<file path="src/rtl/snake_head_stepper_if.sv">
// ---------------------------------------------------------------------------
// snake_head_stepper_if
//   Groups the game-control inputs and head-position outputs of
//   snake_head_stepper into one bundle.
//
//   Protocol: there is no valid/ready pair. o_Step is a one-cycle strobe.
//   On the cycle it is high, o_Head_X/o_Head_Y/o_Dir/o_Step_Count already
//   hold the values produced by that step. Consumers sample them in that
//   cycle, and no back-pressure is possible.
//
//   master : game controller side (drives i_*, observes o_*)
//   slave  : stepper side (observes i_*, drives o_*)
//
//   i_Start      start / restart request
//   i_Pause      freeze tick counter while running
//   i_Collide    body-hit flag, forces game over
//   i_Dir        requested direction 00 UP, 01 DOWN, 10 LEFT, 11 RIGHT
//   o_Head_X/Y   current head cell
//   o_Dir        direction of last / next step
//   o_Step       one-cycle pulse, head just moved
//   o_Running    game is running
//   o_Game_Over  game is dead
//   o_Step_Count steps this game, saturating
//   o_State      raw FSM state (0 IDLE, 1 RUN, 2 DEAD) for debug
// ---------------------------------------------------------------------------
interface snake_head_stepper_if #(
   parameter int X_W = 5,
   parameter int Y_W = 4
);
   logic           i_Start;
   logic           i_Pause;
   logic           i_Collide;
   logic [1:0]     i_Dir;
   logic [X_W-1:0] o_Head_X;
   logic [Y_W-1:0] o_Head_Y;
   logic [1:0]     o_Dir;
   logic           o_Step;
   logic           o_Running;
   logic           o_Game_Over;
   logic [15:0]    o_Step_Count;
   logic [1:0]     o_State;

   modport master (
      output i_Start, i_Pause, i_Collide, i_Dir,
      input  o_Head_X, o_Head_Y, o_Dir, o_Step, o_Running, o_Game_Over,
             o_Step_Count, o_State
   );

   modport slave (
      input  i_Start, i_Pause, i_Collide, i_Dir,
      output o_Head_X, o_Head_Y, o_Dir, o_Step, o_Running, o_Game_Over,
             o_Step_Count, o_State
   );
endinterface

</file>
<file path="src/rtl/snake_head_stepper.sv">
// ---------------------------------------------------------------------------
// snake_head_stepper
//   Advances the snake head one grid cell per game tick. It contains the
//   tick divider, the IDLE/RUN/DEAD state machine and the wall handling.
//   Each move is published with a one-cycle o_Step strobe.
//
//   Ports:
//     i_Clk    system clock, all logic on posedge
//     i_Rst_L  synchronous reset, active-low
//     bus      snake_head_stepper_if.slave (control inputs, head outputs,
//              debug state)
//
//   Optional feature: define SNAKE_WRAP_EN so that the head wraps around
//   the walls instead of dying. In that build DEAD is reached only through
//   i_Collide.
// ---------------------------------------------------------------------------
module snake_head_stepper #(
   parameter int         GRID_W    = 20,
   parameter int         GRID_H    = 15,
   parameter int         X_W       = 5,
   parameter int         Y_W       = 4,
   parameter int         TICK_CLKS = 1250000,
   parameter int         START_X   = 10,
   parameter int         START_Y   = 7,
   parameter logic [1:0] START_DIR = 2'b11
) (
   input  logic                 i_Clk,
   input  logic                 i_Rst_L,
   snake_head_stepper_if.slave  bus
);

   localparam int CNT_W = (TICK_CLKS > 1) ? $clog2(TICK_CLKS) : 1;
   localparam logic [CNT_W-1:0] CNT_LAST = CNT_W'(TICK_CLKS - 1);
   // Limits are one bit wider than the coordinates, so 0-1 shows up as off-grid.
   localparam logic [X_W:0]     X_MAX    = (X_W + 1)'(GRID_W - 1);
   localparam logic [Y_W:0]     Y_MAX    = (Y_W + 1)'(GRID_H - 1);
   localparam logic [X_W-1:0]   X_START  = X_W'(START_X);
   localparam logic [Y_W-1:0]   Y_START  = Y_W'(START_Y);

   localparam logic [1:0] DIR_UP   = 2'b00;
   localparam logic [1:0] DIR_DOWN = 2'b01;
   localparam logic [1:0] DIR_LEFT = 2'b10;

   typedef enum logic [1:0] {
      ST_IDLE = 2'd0,
      ST_RUN  = 2'd1,
      ST_DEAD = 2'd2
   } state_t;

   state_t         state_q, state_d;
   logic [CNT_W-1:0] cnt_q, cnt_d;
   logic [X_W-1:0] x_q, x_d;
   logic [Y_W-1:0] y_q, y_d;
   logic [1:0]     dir_q, dir_d;
   logic           step_q, step_d;
   logic [15:0]    count_q, count_d;

   logic [1:0]     dir_eff;
   logic [X_W:0]   nx;
   logic [Y_W:0]   ny;
   logic           off_grid;

   // Candidate next cell for the direction that would be used on a tick.
   // Opposite directions differ only in bit 0, so a reversal request is ignored.
   always_comb begin
      dir_eff = (bus.i_Dir == (dir_q ^ 2'b01)) ? dir_q : bus.i_Dir;
      nx = {1'b0, x_q};
      ny = {1'b0, y_q};
      case (dir_eff)
         DIR_UP:   ny = {1'b0, y_q} - (Y_W + 1)'(1);
         DIR_DOWN: ny = {1'b0, y_q} + (Y_W + 1)'(1);
         DIR_LEFT: nx = {1'b0, x_q} - (X_W + 1)'(1);
         default:  nx = {1'b0, x_q} + (X_W + 1)'(1);
      endcase
`ifdef SNAKE_WRAP_EN
      off_grid = 1'b0;
      if (nx > X_MAX) nx = (dir_eff == DIR_LEFT) ? X_MAX : '0;
      if (ny > Y_MAX) ny = (dir_eff == DIR_UP)   ? Y_MAX : '0;
`else
      off_grid = (nx > X_MAX) || (ny > Y_MAX);
`endif
   end

   always_comb begin
      state_d = state_q;
      cnt_d   = cnt_q;
      x_d     = x_q;
      y_d     = y_q;
      dir_d   = dir_q;
      step_d  = 1'b0;
      count_d = count_q;
      case (state_q)
         ST_IDLE: begin
            cnt_d = '0;
            if (bus.i_Start) state_d = ST_RUN;
         end
         ST_RUN: begin
            if (bus.i_Collide) begin
               state_d = ST_DEAD;
            end else if (!bus.i_Pause) begin
               if (cnt_q == CNT_LAST) begin
                  cnt_d = '0;
                  dir_d = dir_eff;
                  if (off_grid) begin
                     state_d = ST_DEAD;
                  end else begin
                     x_d    = nx[X_W-1:0];
                     y_d    = ny[Y_W-1:0];
                     step_d = 1'b1;
                     if (count_q != 16'hFFFF) count_d = count_q + 16'd1;
                  end
               end else begin
                  cnt_d = cnt_q + CNT_W'(1);
               end
            end
         end
         ST_DEAD: begin
            if (bus.i_Start) begin
               state_d = ST_RUN;
               cnt_d   = '0;
               x_d     = X_START;
               y_d     = Y_START;
               dir_d   = START_DIR;
               count_d = '0;
            end
         end
         default: state_d = ST_IDLE;
      endcase
   end

   always_ff @(posedge i_Clk) begin
      if (!i_Rst_L) begin
         state_q <= ST_IDLE;
         cnt_q   <= '0;
         x_q     <= X_START;
         y_q     <= Y_START;
         dir_q   <= START_DIR;
         step_q  <= 1'b0;
         count_q <= '0;
      end else begin
         state_q <= state_d;
         cnt_q   <= cnt_d;
         x_q     <= x_d;
         y_q     <= y_d;
         dir_q   <= dir_d;
         step_q  <= step_d;
         count_q <= count_d;
      end
   end

   assign bus.o_Head_X     = x_q;
   assign bus.o_Head_Y     = y_q;
   assign bus.o_Dir        = dir_q;
   assign bus.o_Step       = step_q;
   assign bus.o_Running    = (state_q == ST_RUN);
   assign bus.o_Game_Over  = (state_q == ST_DEAD);
   assign bus.o_Step_Count = count_q;
   assign bus.o_State      = state_q;

endmodule
</file>
<file path="src/flat_wrapper.sv">
// flat-port wrapper written by rule: the top's interface ports become plain ports
module snake_head_stepper_flat 
#(
   parameter int         GRID_W    = 20,
   parameter int         GRID_H    = 15,
   parameter int         X_W       = 5,
   parameter int         Y_W       = 4,
   parameter int         TICK_CLKS = 1250000,
   parameter int         START_X   = 10,
   parameter int         START_Y   = 7,
   parameter logic [1:0] START_DIR = 2'b11
)
  (i_Clk, i_Rst_L, bus_i_Start, bus_i_Pause, bus_i_Collide, bus_i_Dir, bus_o_Head_X, bus_o_Head_Y, bus_o_Dir, bus_o_Step, bus_o_Running, bus_o_Game_Over, bus_o_Step_Count, bus_o_State);
  snake_head_stepper_if #(.X_W(X_W), .Y_W(Y_W)) bus_i ();
  input  logic i_Clk;
  input  logic i_Rst_L;
  input wire logic [$bits(bus_i.i_Start)-1:0] bus_i_Start;
  input wire logic [$bits(bus_i.i_Pause)-1:0] bus_i_Pause;
  input wire logic [$bits(bus_i.i_Collide)-1:0] bus_i_Collide;
  input wire logic [$bits(bus_i.i_Dir)-1:0] bus_i_Dir;
  output wire logic [$bits(bus_i.o_Head_X)-1:0] bus_o_Head_X;
  output wire logic [$bits(bus_i.o_Head_Y)-1:0] bus_o_Head_Y;
  output wire logic [$bits(bus_i.o_Dir)-1:0] bus_o_Dir;
  output wire logic [$bits(bus_i.o_Step)-1:0] bus_o_Step;
  output wire logic [$bits(bus_i.o_Running)-1:0] bus_o_Running;
  output wire logic [$bits(bus_i.o_Game_Over)-1:0] bus_o_Game_Over;
  output wire logic [$bits(bus_i.o_Step_Count)-1:0] bus_o_Step_Count;
  output wire logic [$bits(bus_i.o_State)-1:0] bus_o_State;
  assign bus_i.i_Start = bus_i_Start;
  assign bus_i.i_Pause = bus_i_Pause;
  assign bus_i.i_Collide = bus_i_Collide;
  assign bus_i.i_Dir = bus_i_Dir;
  assign bus_o_Head_X = bus_i.o_Head_X;
  assign bus_o_Head_Y = bus_i.o_Head_Y;
  assign bus_o_Dir = bus_i.o_Dir;
  assign bus_o_Step = bus_i.o_Step;
  assign bus_o_Running = bus_i.o_Running;
  assign bus_o_Game_Over = bus_i.o_Game_Over;
  assign bus_o_Step_Count = bus_i.o_Step_Count;
  assign bus_o_State = bus_i.o_State;
  snake_head_stepper #(.GRID_W(GRID_W), .GRID_H(GRID_H), .X_W(X_W), .Y_W(Y_W), .TICK_CLKS(TICK_CLKS), .START_X(START_X), .START_Y(START_Y), .START_DIR(START_DIR)) u_core (.i_Clk(i_Clk), .i_Rst_L(i_Rst_L), .bus(bus_i));
endmodule
</file>
<file path="config.mk">
export PLATFORM = sky130hd
export DESIGN_NAME = snake_head_stepper_flat
export DESIGN_NICKNAME = d
export VERILOG_FILES = /design/src/rtl/snake_head_stepper_if.sv /design/src/rtl/snake_head_stepper.sv /design/src/flat_wrapper.sv
export SDC_FILE = /design/constraint.sdc
export NUM_CORES = 1
export LEC_CHECK = 0
export BUFFER_PORTS_ARGS = -buffer_cell sky130_fd_sc_hd__buf_2
export CORE_MARGIN = 1
export CORE_UTILIZATION = 58
export CTS_CLUSTER_DIAMETER = 150
export CTS_CLUSTER_SIZE = 8
export DETAILED_ROUTE_END_ITERATION = 8
export GPL_ROUTABILITY_DRIVEN = 1
export HOLD_SLACK_MARGIN = 0.06
export MAX_ROUTING_LAYER = met4
export PLACE_DENSITY = 0.8
export SYNTH_ARGS = -nofsm -noshare
export SYNTH_HDL_FRONTEND = slang
export SYNTH_SLANG_ARGS = --single-unit
export TNS_END_PERCENT = 100
</file>
<file path="constraint.sdc">
create_clock -name i_Clk -period 4.65 [get_ports i_Clk]
set_input_delay 0.465 -clock i_Clk [delete_from_list [all_inputs] [get_ports i_Clk]]
set_output_delay 0.465 -clock i_Clk [all_outputs]
set_load 0.01 [all_outputs]
</file>
==> impl_metrics.csv, run 1 <==
group,metric,value,unit
run_status,run_status,"finished, final reports clean",
final_layout,stdcell_count,458,
setup_path,r2r_start,"u_core.bus.o_Dir[1]",
global_routing,grt_pass1_vias,2342,
power_and_ir_drop,p_leak,1.243,nW
drt,drtPass1Iterations,4,
timing,fin_crit_sh,0.8029,
final_layout,diodes,0,
drt,drc,0,
global_routing,grt_pass1_wl,10.83,mm
clock_network,postCtsSetupBuffers,0,
timing,whs,471.2,ps
synthesis,synth_top_area_share,0.3465,
clock_network,cts_tree,"yes",
floorplan,dieArea,5369,um2
timing,slew_violations,0,
clock_network,clk_latency,300,ps
timing,setup_slack,916.6,ps
timing,slew_headroom,0.5158,
synthesis,synth_edf_count,0,
placed_design,place_congestion,0.8440,
timing,skew,7.083,ps
synthesis,synthTopCellsByCount,"51 x dfxtp_1, 48 x nor2_1, 32 x nand2_1",
synthesis,synth_flop_cell,"dfxtp_1",
timing,finalSetupTns,0,ps
synthesis,syn_inst,359,
setup_path,worst_path_max_delay_cell,"dfxtp_1",
power_and_ir_drop,p_seq_frac,0.590,
power_and_ir_drop,p_comb_frac,0.075,
timing,setup_viol,0,
clock_network,clock-sinks,51,
setup_path,critPathKind,"flop to flop",
power_and_ir_drop,power,0.7460,mW
min_path,hp-class,"primary input to flop",
synthesis,syn_area,2947,um2
synthesis,postSynthAreaPerCell,8.208,um2
placed_design,placed_cells,450,
power_and_ir_drop,swShare,0.2477,
synthesis,yosysWarnings,0,
floorplan,pin_count,39,
clock_network,htree_num_levels,2,
synthesis,synth_cell_types,58,
synthesis,synth_seq_area_share,0.3465,
synthesis,synth-seq-cells,51,
floorplan,coreArea,4817,um2
setup_path,cp.arrival,3970,ps
min_path,holdPathStages,2,
power_and_ir_drop,clkPwrFrac,0.335,
placed_design,hpwlAfterDp,4.816,mm
clock_network,postCtsHoldBufs,0,
synthesis,netlist_top_cells_area,"dfxtp_1 35%, nor2_1 6.1%, xor2_1 4.8%, nand2_1 4.1%, xnor2_1 3.6%",
min_path,worstHoldStart,"i_Rst_L",
timing,max_freq,267.9,MHz
setup_path,critPathLaunchType,"flop",
setup_path,max_stage_delay,510,ps
clock_network,numCtsBuffers,5,
synthesis,syn-num-nets,374,
timing,tightestPinTransition,720.7,ps
clock_network,ctsResizeCount,0,
floorplan,start_util,0.6117,
setup_path,r2r_slack,920,ps
final_layout,design_area,3234,um2
drt,wl_per_cell,14.11,um
global_routing,grt_max_degree,19,
floorplan,die_w,73.28,um
floorplan,die_h,73.28,um
clock_network,cts_buffer_depth,2,
global_routing,grt_usage,0.2685,
power_and_ir_drop,p_switching,0.1848,mW
power_and_ir_drop,peakVddDrop,0.1664,mV
synthesis,synth_most_common_cell,"dfxtp_1",
setup_path,r2r_end,"u_core.bus.o_Step_Count[15]",
global_routing,grt_util_met3,0.04252,
placed_design,port_buffers,38,
drt,drt-initial-drc-count,175,
final_layout,final_util,0.6714,
final_layout,final_layout_size_suffix_gt1_frac,0.1560,
power_and_ir_drop,p_int,0.5612,mW
timing,fin_crit,3733,ps
global_routing,grt-ovfl-total,0,
clock_network,cts_root_buffer,"clkbuf_8",
global_routing,use_met2,0.4105,
timing,hold_viol,0,
drt,antenna_left,0,
global_routing,top_usage_layer,"met2",
power_and_ir_drop,powerDensity,230.7,nW/um2
setup_path,crit_required,4880,ps
setup_path,endpoint_kind,"flop",
final_layout,areaGrowthSynthToFinish,9.766,%
placed_design,post_dp_cell_area,3146,um2
floorplan,num_rows,25,
synthesis,ys_async_sr_fraction,0,
drt,viasPerCell,5.819,
final_layout,final_nets,405,
setup_path,rr_worst_depth,12,
min_path,hold_end,"u_core.bus.o_Dir[1]",
drt,route.vias.total,2665,
setup_path,path_cells,"mux2_4, nor2_1, xor2_1, ha_1, o31a_1, or4_4, and3_4, o32ai_2, o2111ai_2, and2_1, or4_1, a21oi_1",
global_routing,grt_use_met1,0.3640,
placed_design,dp_slack,839.5,ps
synthesis,synth_top_area_cell,"dfxtp_1",
drt,drt-total-wl,6.463,mm
timing,rsz0062_at_grt,"no",
clock_network,clk_pin_slew,90,ps
global_routing,antenna_found_initial,0,
setup_path,worstPathMaxFanout,12,
job,max_cap_violations,0,
[worst max-delay path by stage]
| stage | startpoint | end | slack, ps |
|---|---|---|---|
| after global placement | bus_i_Dir[1] | u_core.bus.o_Step_Count[15] | 990 |
| final | u_core.bus.o_Dir[1] | u_core.bus.o_Step_Count[15] | 920 |
| after CTS | u_core.bus.o_Dir[1] | u_core.bus.o_Step_Count[15] | 940 |
| after global routing | u_core.bus.o_Dir[1] | u_core.bus.o_Step_Count[15] | 690 |
| after detailed placement | bus_i_Dir[1] | u_core.bus.o_Step_Count[15] | 840 |
| after floorplan | bus_i_Dir[1] | u_core.bus.o_Step_Count[0] | 1290 |
[per-layer routing]
metal  vias to the layer above  part of all wire
met3                         6             0.053
met5                         -                 0
met4                         0             0.012
met2                        72              0.45
met1                      1238              0.48
li1                       1349                 -
[worst max-delay path, delay by kind of cell (launching register included)]
family	cells	cell delay, ps
mux	1	350
compound gates	4	780
flops	1	510
simple gates	5	1690
xor+xnor	1	110
fa+ha+maj	1	230
[final cells by class]
| class | instances | area, um2 |
|---|---|---|
| Inverter | 11 | 41.29 |
| Tap cell | 67 | 83.83 |
| Clock inverter | 3 | 20.02 |
| Multi-Input combinational cell | 283 | 1809 |
| Fill cell | 436 | 1583 |
| Clock buffer | 5 | 68.82 |
| Sequential cell | 51 | 1021 |
| Timing Repair Buffer | 38 | 190.2 |
[flip-flops by register name, indices dropped and copies added (netlist names)]
register                 flops
u_core.bus.o_Dir             2
u_core.bus.o_State           2
u_core.bus.o_Head_X          5
u_core.cnt_q                21
u_core.bus.o_Head_Y          4
u_core.bus.o_Step_Count     16
u_core.bus.o_Step            1
[logic make-up (layout without fill, tap and decap cells)]
logic type                 Yosys count  after routing  synth area share
DFF                                 51             51            0.3465
xor gates and xnor gates            28             28           0.08323
muxes                                9              9           0.03397
buffers and inverters               25             57           0.03949
and+or+nand+nor                    169            169            0.2960
AOI/OAI and AO/OA                   69             69            0.1643
adders and majority gates            8              8           0.03652
[cells in the final DEF, fill, tap and decap left out, drive strengths merged, types with 8 or more instances in the layout]
cell type and n:
a21oi 19, nand2 32, o21ai 13, inv 11, dfxtp 51, or3 8, xor2 16, buf 38
xnor2 12, nand4 12, nor2 48, nand3 19, and3 9
[power groups by stage]
| stage | clock [mW] | combinational, mW | sequential, mW |
|---|---|---|---|
| 2_1_floorplan | 0 | 0.0416 | 0.450 |
| 3_3_place_gp | 0 | 0.0544 | 0.450 |
| 3_5_place_dp | 0 | 0.0558 | 0.450 |
| 4_1_cts | 0.256 | 0.0561 | 0.440 |
| 5_1_grt | 0.281 | 0.0625 | 0.441 |
| 6_report | 0.250 | 0.0560 | 0.440 |
Note: power is estimated with default switching activity, not from simulation.
==> run 2, diff against run 1 <==
==> constraint.sdc (replaced) <==
create_clock -name i_Clk -period 3.8 [get_ports i_Clk]
set_input_delay 0.38 -clock i_Clk [delete_from_list [all_inputs] [get_ports i_Clk]]
set_output_delay 0.38 -clock i_Clk [all_outputs]
set_load 0.01 [all_outputs]
==> run 2 against run 1 <==
Effect of this change:
- global-route usage increased by 0.91 points
- flip-flop and latch count unchanged
- clock-buffer cell count unchanged
- final cell count increased by 0.66%
- maximum frequency increased by 7.0%
- core utilization increased by 1.5 points
- first-iteration DRC count decreased by 22%
- non-clock buffer count increased by 3
- hold slack got worse by 56 ps
- clock skew about the same
- clock power increased by 77%
- via count increased by 2.2%
- critical endpoint unchanged
- highest routed layer unchanged
==> impl_metrics.csv, run 2 (synthesis results as in run 1) <==
group,metric,value,unit
power_and_ir_drop,p_comb_frac,0.067,
drt,drt-initial-drc-count,137,
global_routing,grt_max_degree,19,
drt,route.vias.total,2723,
setup_path,max_stage_delay,470,ps
global_routing,grt_util_met3,0.04390,
timing,fin_crit_sh,0.9182,
timing,skew,7.027,ps
global_routing,grt_pass1_wl,11.34,mm
drt,drtPass1Iterations,5,
final_layout,top_register,"u_core.cnt_q",
final_layout,final_layout_size_suffix_gt1_frac,0.1675,
setup_path,endpoint_kind,"flop",
setup_path,worst_path_max_delay_cell,"or4_1",
drt,wl_per_cell,14.40,um
final_layout,layout_common_cells,"50 x dfxtp_1, 48 x nor2_1, 38 x buf_2",
run_status,run_status,"finished, final reports clean",
power_and_ir_drop,clkPwrFrac,0.421,
final_layout,seqCellArea,1022,um2
power_and_ir_drop,p_seq_frac,0.512,
clock_network,cts_root_buffer,"clkbuf_8",
floorplan,dieArea,5369,um2
clock_network,clk_pin_slew,90,ps
clock_network,clk_latency,300,ps
global_routing,antenna_found_initial,0,
min_path,hp-class,"primary input to flop",
power_and_ir_drop,peakVddDrop,0.3308,mV
floorplan,pin_count,39,
power_and_ir_drop,swShare,0.2187,
power_and_ir_drop,powerDensity,318.0,nW/um2
job,max_cap_violations,0,
clock_network,clock-sinks,51,
clock_network,postCtsHoldBufs,0,
power_and_ir_drop,p_int,0.8218,mW
setup_path,cp.arrival,3720,ps
floorplan,die_h,73.28,um
final_layout,final_nets,408,
final_layout,diodes,0,
timing,slew_violations,0,
power_and_ir_drop,p_switching,0.2301,mW
final_layout,final_util,0.6868,
drt,viasPerCell,5.907,
timing,finalSetupTns,0,ps
final_layout,multi_input_area,1812,um2
floorplan,die_w,73.28,um
floorplan,coreArea,4817,um2
timing,fin_crit,3489,ps
drt,drc,0,
timing,setup_viol,0,
timing,tightestPinTransition,568.5,ps
placed_design,port_buffers,38,
power_and_ir_drop,p_leak,1.286,nW
timing,slew_headroom,0.6187,
timing,max_freq,286.6,MHz
final_layout,mostFrequentLayoutCell,"dfxtp_1",
global_routing,grt_pass1_vias,2512,
final_layout,final.fill_count,417,
global_routing,top_usage_layer,"met2",
setup_path,crit_required,4030,ps
clock_network,cts_buffer_depth,2,
placed_design,place_congestion,0.8093,
global_routing,grt_use_met1,0.3614,
floorplan,start_util,0.6117,
timing,rsz0062_at_grt,"no",
final_layout,largest_reg_flops,21,
setup_path,worstPathMaxFanout,12,
global_routing,grt-ovfl-total,0,
floorplan,num_rows,25,
global_routing,grt_usage,0.2776,
timing,hold_viol,0,
drt,drt-total-wl,6.637,mm
setup_path,critPathLaunchType,"flop",
setup_path,critPathKind,"flop to flop",
clock_network,cts_tree,"yes",
drt,antenna_left,0,
setup_path,path_cells,"mux2_4, nor2_1, xor2_1, ha_1, o31a_1, or4_4, and3_4, o32ai_2, o2111ai_2, and2_4, or4_1, a21oi_1",
global_routing,use_met2,0.4383,
clock_network,numCtsBuffers,5,
clock_network,htree_num_levels,2,
final_layout,areaGrowthSynthToFinish,12.27,%
placed_design,hpwlAfterDp,4.886,mm
run 2: cell count changes in the layout (fill, tap and decap cells not counted), sizes merged:
cell,previous run,this run
bufinv,0,2
clkinv,1,0
clkinvlp,2,1
buf,38,41
run 2: final timing paths:
| path | startpoint | end | slack (ps) | cells past startpoint |
|---|---|---|---|---|
| hold reg to reg | u_core.bus.o_Step_Count[15] | u_core.bus.o_Step_Count[15] | 500 | 2 |
| setup reg to reg | u_core.bus.o_Dir[1] | u_core.bus.o_Step_Count[15] | 310 | 12 |
| setup / recovery | u_core.bus.o_Dir[1] | u_core.bus.o_Step_Count[15] | 310 | 12 |
| hold / removal | bus_i_Collide | u_core.bus.o_State[1] | 420 | 3 |
run 2: timing repair:
action / CTS / global route
gates resized for setup: 0 / 3
setup buffers: 0 / 0
endpoints found under the setup margin: 0 / 7
run 2: critical path, delay by kind of cell, from the launching register on:
family                   cells  cell delay (ps)
multiplexers                 1              330
AND/OR/NAND/NOR              5             1540
flip-flops                   1              430
adder cells (fa/ha/maj)      1              230
AO/OA/AOI/OAI                4              790
XOR/XNOR                     1               90
run 2: power by group through the flow:
stage | Combinational [mW] | Clock (mW) | Sequential [mW]
2_1_floorplan | 0.0509 | 0 | 0.551
3_3_place_gp | 0.0676 | 0 | 0.551
3_5_place_dp | 0.0691 | 0 | 0.551
4_1_cts | 0.0696 | 0.450 | 0.539
5_1_grt | 0.0787 | 0.472 | 0.539
6_report | 0.0702 | 0.443 | 0.539
run 2: layout make-up:
type	instances	share of cell area
clock inverter	3	0.02042
inverter	11	0.01248
clock buffer	5	0.02080
multi-input combinational	283	0.5477
tap	67	0.02534
timing repair buffer	41	0.06430
sequential	51	0.3090
run 2: per-layer routing:
metal / wire length, um / vias to the layer above / part of all wire
met5: 0 / - / 0
met4: 95 / 0 / 0.014
met3: 288 / 9 / 0.043
met2: 3073 / 73 / 0.46
met1: 3180 / 1287 / 0.48
li1: - / 1354 / -
run 2: through the flow:
step | power, mW | setup slack, ps | instance area (um2) | hold slack, ps | cells
2_1_floorplan | 0.6017 | 467.0 | 2947 | 485.2 | 359
3_3_place_gp | 0.6186 | 292.5 | 3168 | 483.9 | 453
3_5_place_dp | 0.6203 | 152.4 | 3168 | 493.1 | 453
4_1_cts | 1.058 | 120.4 | 3304 | 410.3 | 461
5_1_grt | 1.089 | 37.34 | 3308 | 427.5 | 461
6_report | 1.052 | 311.0 | 3308 | 415.3 | 461
==> run 3, diff against run 2 <==
--- a/config.mk
+++ b/config.mk
@@ -6,8 +6,10 @@
 export NUM_CORES = 1
 export LEC_CHECK = 0
 export BUFFER_PORTS_ARGS = -buffer_cell sky130_fd_sc_hd__buf_2
+export CELL_PAD_IN_SITES_DETAIL_PLACEMENT = 1
+export CELL_PAD_IN_SITES_GLOBAL_PLACEMENT = 1
 export CORE_MARGIN = 1
-export CORE_UTILIZATION = 58
+export CORE_UTILIZATION = 43
 export CTS_CLUSTER_DIAMETER = 150
 export CTS_CLUSTER_SIZE = 8
 export DETAILED_ROUTE_END_ITERATION = 8
==> run 3 against run 2 <==
Effect of this change:
- clock skew up 5.3 ps
- critical endpoint unchanged
- register-to-register slack worse by 140 ps
- via count up 0.48%
- hold slack worse by 38 ps
==> impl_metrics.csv, run 3 (synthesis results as in run 1) <==
group,metric,value,unit
drt,route.vias.total,2736,
drt,met2WireLength,3.814,mm
clock_network,postCtsHoldBufs,0,
clock_network,numCtsBuffers,5,
clock_network,cts_root_buffer,"clkbuf_8",
setup_path,crit_required,4040,ps
floorplan,die_h,84.78,um
final_layout,top_register,"u_core.cnt_q",
final_layout,areaGrowthSynthToFinish,11.38,%
floorplan,dieArea,7188,um2
timing,slew_violations,0,
power_and_ir_drop,p_leak,1.270,nW
setup_path,critPathLaunchType,"flop",
power_and_ir_drop,peakVddDrop,0.1871,mV
setup_path,endpoint_kind,"flop",
global_routing,grt_max_degree,19,
drt,antenna_left,0,
final_layout,final_nets,410,
drt,wl_per_cell,16.39,um
power_and_ir_drop,powerDensity,283.5,nW/um2
drt,top_layer,"met4",
setup_path,critPathKind,"flop to flop",
global_routing,grt_pass1_vias,2634,
drt,wl_met3,233,um
floorplan,die_w,84.78,um
placed_design,place_congestion,0.8257,
placed_design,hpwlAfterDp,5.907,mm
clock_network,htree_num_levels,2,
global_routing,antenna_found_initial,0,
clock_network,clock-sinks,51,
timing,setup_viol,0,
final_layout,multi_input_area,1810,um2
timing,fin_crit_sh,0.9559,
final_layout,mostFrequentLayoutCell,"dfxtp_1",
final_layout,final_layout_size_suffix_gt1_frac,0.1667,
floorplan,pin_count,39,
drt,drt-total-wl,7.754,mm
final_layout,layout_common_cells,"51 x dfxtp_1, 48 x nor2_1, 38 x buf_2",
drt,drc,0,
min_path,holdPathStages,3,
drt,viasPerCell,5.784,
floorplan,start_util,0.4537,
global_routing,grt-ovfl-total,0,
final_layout,final.fill_count,830,
timing,hold_viol,0,
floorplan,num_rows,29,
global_routing,grt_usage,0.2320,
floorplan,coreArea,6495,um2
global_routing,grt_pass1_wl,12.95,mm
setup_path,rr_worst_depth,12,
clock_network,clk_pin_slew,100,ps
final_layout,diodes,0,
setup_path,cp.arrival,3870,ps
timing,skew,12.37,ps
timing,max_freq,275.3,MHz
final_layout,largest_reg_flops,21,
timing,finalSetupTns,0,ps
min_path,hp-class,"primary input to flop",
drt,wl_met1,3.622,mm
drt,drt-initial-drc-count,82,
timing,slew_headroom,0.6036,
timing,fin_crit,3632,ps
run_status,run_status,"finished, final reports clean",
setup_path,worstPathMaxFanout,12,
timing,tightestPinTransition,593.2,ps
clock_network,cts_buffer_depth,2,
drt,drtPass1Iterations,6,
clock_network,cts_tree,"yes",
placed_design,port_buffers,38,
clock_network,clk_latency,310,ps
final_layout,seqCellArea,1021,um2
job,max_cap_violations,0,
timing,whs,377.7,ps
timing,rsz0062_at_grt,"no",
[run 3: cell types whose count changed in the layout (fill, tap and decap cells not counted)]
cell / before / now
and2_4: 1 / 0
buf_4: 3 / 5
dfxtp_1: 50 / 51
clkinv_2: 0 / 1
dfxtp_2: 1 / 0
and2_2: 0 / 1
clkbuf_1: 0 / 1
bufinv_16: 2 / 0
[run 3: path summary, 6_finish.rpt]
kind	slack, ps	start	endpoint
max	170	u_core.bus.o_Dir[1]	u_core.bus.o_Step_Count[15]
min	380	bus_i_Start	u_core.bus.o_State[1]
max reg2reg	170	u_core.bus.o_Dir[1]	u_core.bus.o_Step_Count[15]
min reg2reg	520	u_core.bus.o_Step_Count[9]	u_core.bus.o_Step_Count[9]
[run 3: power breakdown]
part	switching, mW	internal, mW
logic	0.0490	0.0236
clock network	0.190	0.129
registers	0.00255	0.536
total	0.242	0.689
[run 3: final cells by class]
type | instances | area share
multi-input cells | 283 | 0.5517
flip-flops and latches | 51 | 0.3111
repair buffers | 43 | 0.06939
well taps | 77 | 0.02936
clock buffers | 6 | 0.02211
inverters | 11 | 0.01258
clock inverters | 2 | 0.003812
[run 3: what timing repair did]
action                                  4_1_cts  5_1_grt
resized for setup                             0        1
buffers inserted                              0        0
endpoints found under the setup margin        0        1
[run 3: metal layers]
metal / global-route usage / vias to the layer above
met2: 0.3858 / 43
met4: 0.06317 / 0
met5: - / -
met1: 0.2929 / 1327
li1: - / 1358
met3: 0.03638 / 8
[run 3: critical path: stages (launching register included)]
cell	delay [ps]
dfxtp_1	450
mux2_4	340
nor2_1	180
xor2_1	100
ha_1	240
o31a_1	250
or4_4	430
and3_4	190
o32ai_2	140
o2111ai_2	240
and2_2	350
or4_1	470
a21oi_1	160
[run 3: metrics by stage]
step	total power, mW	cells	area, um2	utilization	worst slack, ps
6_report	0.9305	473	3282	0.5053	167.7
3_3_place_gp	0.6222	465	3196	0.4920	299.2
4_1_cts	0.9451	473	3281	0.5051	168.0
5_1_grt	0.9717	473	3282	0.5053	41.19
3_5_place_dp	0.6236	465	3196	0.4920	163.5
2_1_floorplan	0.6017	359	2947	-	467.0
